==> config.mk <==
export PLATFORM = sky130hd
export DESIGN_NAME = deadtime_gen
export DESIGN_NICKNAME = d
export VERILOG_FILES = /design/src/rtl/deadtime_pkg.sv /design/src/rtl/deadtime_phase.sv /design/src/rtl/deadtime_gen.sv
export SDC_FILE = /design/constraint.sdc
export NUM_CORES = 1
export LEC_CHECK = 0
export CELL_PAD_IN_SITES_DETAIL_PLACEMENT = 1
export CELL_PAD_IN_SITES_GLOBAL_PLACEMENT = 2
export CORE_UTILIZATION = 35
export CTS_CLUSTER_SIZE = 16
export DETAILED_ROUTE_END_ITERATION = 10
export HOLD_SLACK_MARGIN = 0.1
export PLACE_DENSITY = 0.85
export SYNTH_ARGS = -nofsm -noshare
export SYNTH_HDL_FRONTEND = slang
export SYNTH_SLANG_ARGS = --single-unit
==> constraint.sdc <==
create_clock -name clk -period 2.25 [get_ports clk]
set_input_delay 0.45 -clock clk [delete_from_list [all_inputs] [get_ports clk]]
set_output_delay 0.45 -clock clk [all_outputs]
set_load 0.1 [all_outputs]
==> src/rtl/deadtime_pkg.sv <==
// -----------------------------------------------------------------------------
// deadtime_pkg
// Shared definitions for the three-phase dead-time generator.
//   phase_state_t   : per-phase FSM state encoding
//   DT_WIDTH_DEF    : default width of the dead-time count
//   DT_DEFAULT_DEF  : default dead-time (clk cycles) after reset
// -----------------------------------------------------------------------------
package deadtime_pkg;

    localparam int DT_WIDTH_DEF   = 8;
    localparam int DT_DEFAULT_DEF = 8;

    typedef enum logic [2:0] {
        ST_OFF  = 3'd0,   // both gates off, bridge not running
        ST_DT_H = 3'd1,   // both gates off, heading to high-side on
        ST_HIGH = 3'd2,   // high-side on
        ST_DT_L = 3'd3,   // both gates off, heading to low-side on
        ST_LOW  = 3'd4    // low-side on
    } phase_state_t;

endpackage

==> src/rtl/deadtime_phase.sv <==
// -----------------------------------------------------------------------------
// deadtime_phase
// One half-bridge leg: FSM plus dead-time counter. Gate outputs are registered
// and decoded from the next state so they change on the same edge as the FSM.
//
// Ports
//   clk      in   clock, rising edge
//   rstb     in   asynchronous active-low reset
//   pwm      in   raw phase command, 1 = high-side on
//   halt     in   1 forces the leg to OFF on the next edge (enable low / fault)
//   dt_load  in   counter load value, already dt_eff-1
//   gate_h   out  registered high-side gate drive
//   gate_l   out  registered low-side gate drive
//
// The FSM state lives in the register 'state' (type phase_state_t) so it can
// be probed hierarchically.
// -----------------------------------------------------------------------------
module deadtime_phase
    import deadtime_pkg::*;
#(
    parameter int DT_WIDTH = DT_WIDTH_DEF
) (
    input  logic                clk,
    input  logic                rstb,
    input  logic                pwm,
    input  logic                halt,
    input  logic [DT_WIDTH-1:0] dt_load,
    output logic                gate_h,
    output logic                gate_l
);

    phase_state_t        state, state_n;
    logic [DT_WIDTH-1:0] cnt, cnt_n;
    // Remembers whether the current DT_x was entered from OFF, so an aborted
    // short pulse returns to the state it actually came from.
    logic                from_off, from_off_n;

    always_ff @(posedge clk or negedge rstb) begin
        if (!rstb) begin
            state    <= ST_OFF;
            cnt      <= '0;
            from_off <= 1'b0;
            gate_h   <= 1'b0;
            gate_l   <= 1'b0;
        end else begin
            state    <= state_n;
            cnt      <= cnt_n;
            from_off <= from_off_n;
            gate_h   <= (state_n == ST_HIGH);
            gate_l   <= (state_n == ST_LOW);
        end
    end

    always_comb begin
        state_n    = state;
        cnt_n      = cnt;
        from_off_n = from_off;
        if (halt) begin
            state_n = ST_OFF;
            cnt_n   = '0;
        end else begin
            case (state)
                ST_OFF: begin
                    state_n    = pwm ? ST_DT_H : ST_DT_L;
                    cnt_n      = dt_load;
                    from_off_n = 1'b1;
                end
                ST_LOW: begin
                    if (pwm) begin
                        state_n    = ST_DT_H;
                        cnt_n      = dt_load;
                        from_off_n = 1'b0;
                    end
                end
                ST_HIGH: begin
                    if (!pwm) begin
                        state_n    = ST_DT_L;
                        cnt_n      = dt_load;
                        from_off_n = 1'b0;
                    end
                end
                ST_DT_H: begin
                    if (!pwm) begin
                        // Pulse shorter than dead-time: back out, no extra wait.
                        state_n = from_off ? ST_OFF : ST_LOW;
                        cnt_n   = '0;
                    end else if (cnt != '0) begin
                        cnt_n = cnt - 1'b1;
                    end else begin
                        state_n = ST_HIGH;
                    end
                end
                ST_DT_L: begin
                    if (pwm) begin
                        state_n = from_off ? ST_OFF : ST_HIGH;
                        cnt_n   = '0;
                    end else if (cnt != '0) begin
                        cnt_n = cnt - 1'b1;
                    end else begin
                        state_n = ST_LOW;
                    end
                end
                default: begin
                    state_n = ST_OFF;
                    cnt_n   = '0;
                end
            endcase
        end
    end

endmodule

==> src/rtl/deadtime_gen.sv <==
// -----------------------------------------------------------------------------
// deadtime_gen
// Three-phase dead-time generator: turns raw SVM phase commands into
// complementary high/low gate drives with a programmable both-off interval.
//
// Ports
//   clk         in   clock, rising edge
//   rstb        in   asynchronous active-low reset
//   pwm_in[2:0] in   raw phase commands (bit0=A, bit1=B, bit2=C), 1 = high on
//   dt_in       in   new dead-time in clk cycles (0 behaves as 1)
//   dt_wen      in   loads dt_in into the dead-time register
//   enable      in   bridge enable; 0 forces all gates off
//   fault       in   external fault, 1 = fault
//   fault_clr   in   clears the latched fault (latching build only)
//   gate_h_out  out  high-side gate drives
//   gate_l_out  out  low-side gate drives
//   faulted     out  fault state active, all gates held off
//
// Build option: DEADTIME_FAULT_LATCH_EN
//   defined   : faulted latches on fault and clears on fault_clr with fault=0
//               (fault wins when both are high)
//   undefined : faulted is fault registered once; fault_clr is unused
// -----------------------------------------------------------------------------
module deadtime_gen
    import deadtime_pkg::*;
#(
    parameter int DT_WIDTH   = DT_WIDTH_DEF,
    parameter int DT_DEFAULT = DT_DEFAULT_DEF
) (
    input  logic                clk,
    input  logic                rstb,
    input  logic [2:0]          pwm_in,
    input  logic [DT_WIDTH-1:0] dt_in,
    input  logic                dt_wen,
    input  logic                enable,
    input  logic                fault,
    input  logic                fault_clr,
    output logic [2:0]          gate_h_out,
    output logic [2:0]          gate_l_out,
    output logic                faulted
);

    localparam logic [DT_WIDTH-1:0] DT_RST = DT_WIDTH'(DT_DEFAULT);

    logic [DT_WIDTH-1:0] dt_r;
    logic [DT_WIDTH-1:0] dt_load;
    logic                faulted_r;
    logic                halt;

    always_ff @(posedge clk or negedge rstb) begin
        if (!rstb) begin
            dt_r <= DT_RST;
        end else if (dt_wen) begin
            dt_r <= dt_in;
        end
    end

    // dt_eff = max(dt_r,1); the counter is loaded with dt_eff-1.
    assign dt_load = (dt_r == '0) ? '0 : (dt_r - 1'b1);

`ifdef DEADTIME_FAULT_LATCH_EN
    always_ff @(posedge clk or negedge rstb) begin
        if (!rstb) begin
            faulted_r <= 1'b0;
        end else if (fault) begin
            faulted_r <= 1'b1;
        end else if (fault_clr) begin
            faulted_r <= 1'b0;
        end
    end
`else
    logic unused_fault_clr;
    assign unused_fault_clr = fault_clr;

    always_ff @(posedge clk or negedge rstb) begin
        if (!rstb) begin
            faulted_r <= 1'b0;
        end else begin
            faulted_r <= fault;
        end
    end
`endif

    assign faulted = faulted_r;

    // The raw fault input also halts the legs so gates drop on the very edge
    // the fault is sampled, not one edge later via faulted_r.
    assign halt = ~enable | fault | faulted_r;

    for (genvar i = 0; i < 3; i++) begin : g_phase
        deadtime_phase #(
            .DT_WIDTH (DT_WIDTH)
        ) u_phase (
            .clk     (clk),
            .rstb    (rstb),
            .pwm     (pwm_in[i]),
            .halt    (halt),
            .dt_load (dt_load),
            .gate_h  (gate_h_out[i]),
            .gate_l  (gate_l_out[i])
        );
    end

endmodule

==> impl_results.md <==
- Antenna viol nets, final: 0
- Fin util: 42.5%
- # clock sinks: 51
- Number of synthesized flops with an enable pin: 0
- Post-synth ARST share: 100%
- Clock buffer depth: 2
- Post-synth net total: 415
- Starting density of the core: 36.4%
- Fmax: 0.477 GHz
- Worst EP arrival: 2.28 ns
- Post-Synthesis Cells: 390
- Initial antenna violation count: 0
- Die width: 100 um
- Nets: 450
- CP cell instances: or4_4, or4_1, a22o_1, a32oi_1, o21ai_1
- FF+latch count, synth: 51
- IO Port Bufs: 22
- Seq/Total Area, Yosys: 37.7%
- Die height: 100 um
- Boundary Pins: 24
- Final Hold Fails: 0
- GR Util All Layers: 19.8%
- # diodes: 0
- Worst Path Max Fanout: 5
- Crit-path max cell delay: 0.58 ns
- Vias in the first global route: 3131
- Core footprint: 9330 um^2
- Clock root cell: clkbuf_8
- WL met1: 4520 um
- Routed met2 length: 4390 um
- RSZ-0062 raised after global routing: false
- Final min period: 2.10 ns
- CTS H-tree depth: 2
- Cell Area, Synth: 3390 um^2
- Slowest CP cell: or4_4
- CTS tree: yes
- Fin crit share: 93.1%
- WP data required: 2.43 ns
- Routed vias/inst: 5.53
- Worst Setup Start Kind: register
- DP HPWL: 6870 um
- DRC: 0
- Setup tns final: 0 ns
- Slew Limit Fails: 0
- Avg WL per Cell: 16.8 um
- Post-synth top area share: 36.9%
- Worst skew pair latency: 0.31 ns
- PwrDens: 535 nW/um^2
- Synth top cells by count: 50 x dfrtp_1, 35 x nor2_1, 33 x nand2_1
- # Max-Cap Violations: 0
- Die area: 10100 um^2
- Cell accounting for the most synthesized area: dfrtp_1
- Max rail drop VDD: 232 uV
- DR WL met3: 352 um
- Clk slew on worst S/H paths: 0.10 ns
- Post-Route WL: 9330 um
- Largest net degree at the start of global routing: 27
- Initial DRC Count: 162
- Element type at the critical path end: register
- Ranking of synthesized cells by area: dfrtp_1 37%, o21ai_0 4.1%, nor2_1 3.9%
- Cts bufs inserted: 5
- Top layer in use: met4
- Placer Congestion: 0.871
- Layout cell share with drive strength beyond 1: 14.8%
- First-pass GRT wire length: 15700 um
- Worst Hold Class: in2async
- Most used DFF post-synth: dfrtp_1
- Dominant cell by count in the synthesized netlist: dfrtp_1
- Final setup viols: 0
- P_leak: 0.00171 uW
- Site Rows: 35
- Mean area per synthesized cell: 8.69 um^2
- Clock skew: 0.00938 ns
- Total gr overflow: 0
- Status: finished clean
- Synth unique cells: 55
- Vias: 3071
- Worst Setup Path Type: reg2reg
- Synth Warn #: 0
- FILL cells: 1114
- Tightest Pin Transition: 0.661 ns
- TritonRoute pass-1 iters: 4
- Slew margin rel.: 55.9%
- Cells on worst reg2reg path: 5
- Syn-to-layout area delta: 16.9%
[cells in the final DEF (no fill, tap or decap), types with 7 or more instances in the layout]
master | synthesis | layout
a21oi_1 | 19 | 19
inv_1 | 17 | 17
clkdlybuf4s50_1 | 0 | 14
nor2_1 | 35 | 35
ha_1 | 8 | 8
nor3_1 | 17 | 17
nor4_1 | 7 | 7
nand3_1 | 9 | 9
mux2i_1 | 7 | 7
dfrtp_1 | 50 | 50
nand2b_1 | 12 | 12
o21ai_0 | 28 | 28
nor2b_1 | 12 | 12
nand2_1 | 33 | 33
o22a_1 | 7 | 7
buf_4 | 6 | 35
[kinds of logic (layout without fill, tap and decap cells)]
kind of cell | count (synthesis) | after routing | share of synthesized area [%]
simple gates | 158 | 158 | 25.5
compound gates | 114 | 114 | 23.1
flops | 51 | 51 | 37.7
buf+inv | 40 | 76 | 5.09
mux | 13 | 13 | 4.06
fa+ha+maj | 8 | 8 | 2.95
xor+xnor | 6 | 6 | 1.55
[sequential cells by signal, indices dropped and copies added (netlist names)]
name and count:
g_phase.u_phase.gate_h 3, g_phase.u_phase.cnt 24, dt_r 8, g_phase.u_phase.gate_l 3, g_phase.u_phase.from_off 3, faulted 1, g_phase.u_phase.state 9
[what timing repair did]
action	in CTS	in global routing
hold buffers	0	0
gates resized for setup	0	1
buffers inserted	0	3
endpoints found under the setup margin	0	2
[per-layer routing]
metal	vias up	global-route usage [%]
met1	1522	28.3
met5	-	0
met4	0	4.01
li1	1501	-
met2	41	32.2
met3	7	2.30
[stage by stage]
stage	power, uW	cell area, um^2	worst slack, ns	hold WS, ns	cells
6_report	2120	3960	0.154	0.150	555
5_1_grt	2240	3960	0.00672	0.196	555
4_1_cts	2130	3930	0.0716	0.170	552
3_5_place_dp	1570	3850	-0.00980	0.514	544
3_3_place_gp	1550	3850	0.0228	0.509	544
2_1_floorplan	1370	3390	0.0977	0.154	390
[worst max-delay path, delay by kind of cell (launching register included)]
kind	cells	cell delay, ns
AND/OR/NAND/NOR	2	1.00
AO/OA/AOI/OAI	3	0.53
flip-flops	1	0.43
[path summary, 6_finish.rpt]
kind                       slack [ns]                               startpoint                                       to
min                              0.15                                     rstb      g_phase[1].u_phase.gate_h$_DFF_PN0_
min in group clk                 0.53  g_phase[2].u_phase.from_off$_DFFE_PN0P_  g_phase[2].u_phase.from_off$_DFFE_PN0P_
max in group asynchronous        1.53                                     rstb    g_phase[2].u_phase.cnt[5]$_DFFE_PN0P_
max reg2reg                      0.15    g_phase[2].u_phase.cnt[1]$_DFFE_PN0P_    g_phase[2].u_phase.cnt[7]$_DFFE_PN0P_
max                              0.15    g_phase[2].u_phase.cnt[1]$_DFFE_PN0P_    g_phase[2].u_phase.cnt[7]$_DFFE_PN0P_
min reg2reg                      0.53  g_phase[2].u_phase.from_off$_DFFE_PN0P_  g_phase[2].u_phase.from_off$_DFFE_PN0P_
[power breakdown]
part	total (uW)	leakage [uW]	switching (uW)	internal (uW)
sequential	1030	0.000676	66.3	964
clock	554	0.0000412	335	219
combinational	536	0.000988	285	251
total	2120	0.00171	687	1430
[cell type report]
class	instances	area (um^2)	area share [%]
well taps	129	161	4.07
flip-flops and latches	51	1280	32.2
multi-input cells	299	1950	49.1
clock inverters	2	12.5	0.316
inverters	17	63.8	1.61
clock buffers	6	72.6	1.83
repair buffers	51	428	10.8
(Power assumes the default switching activity.)
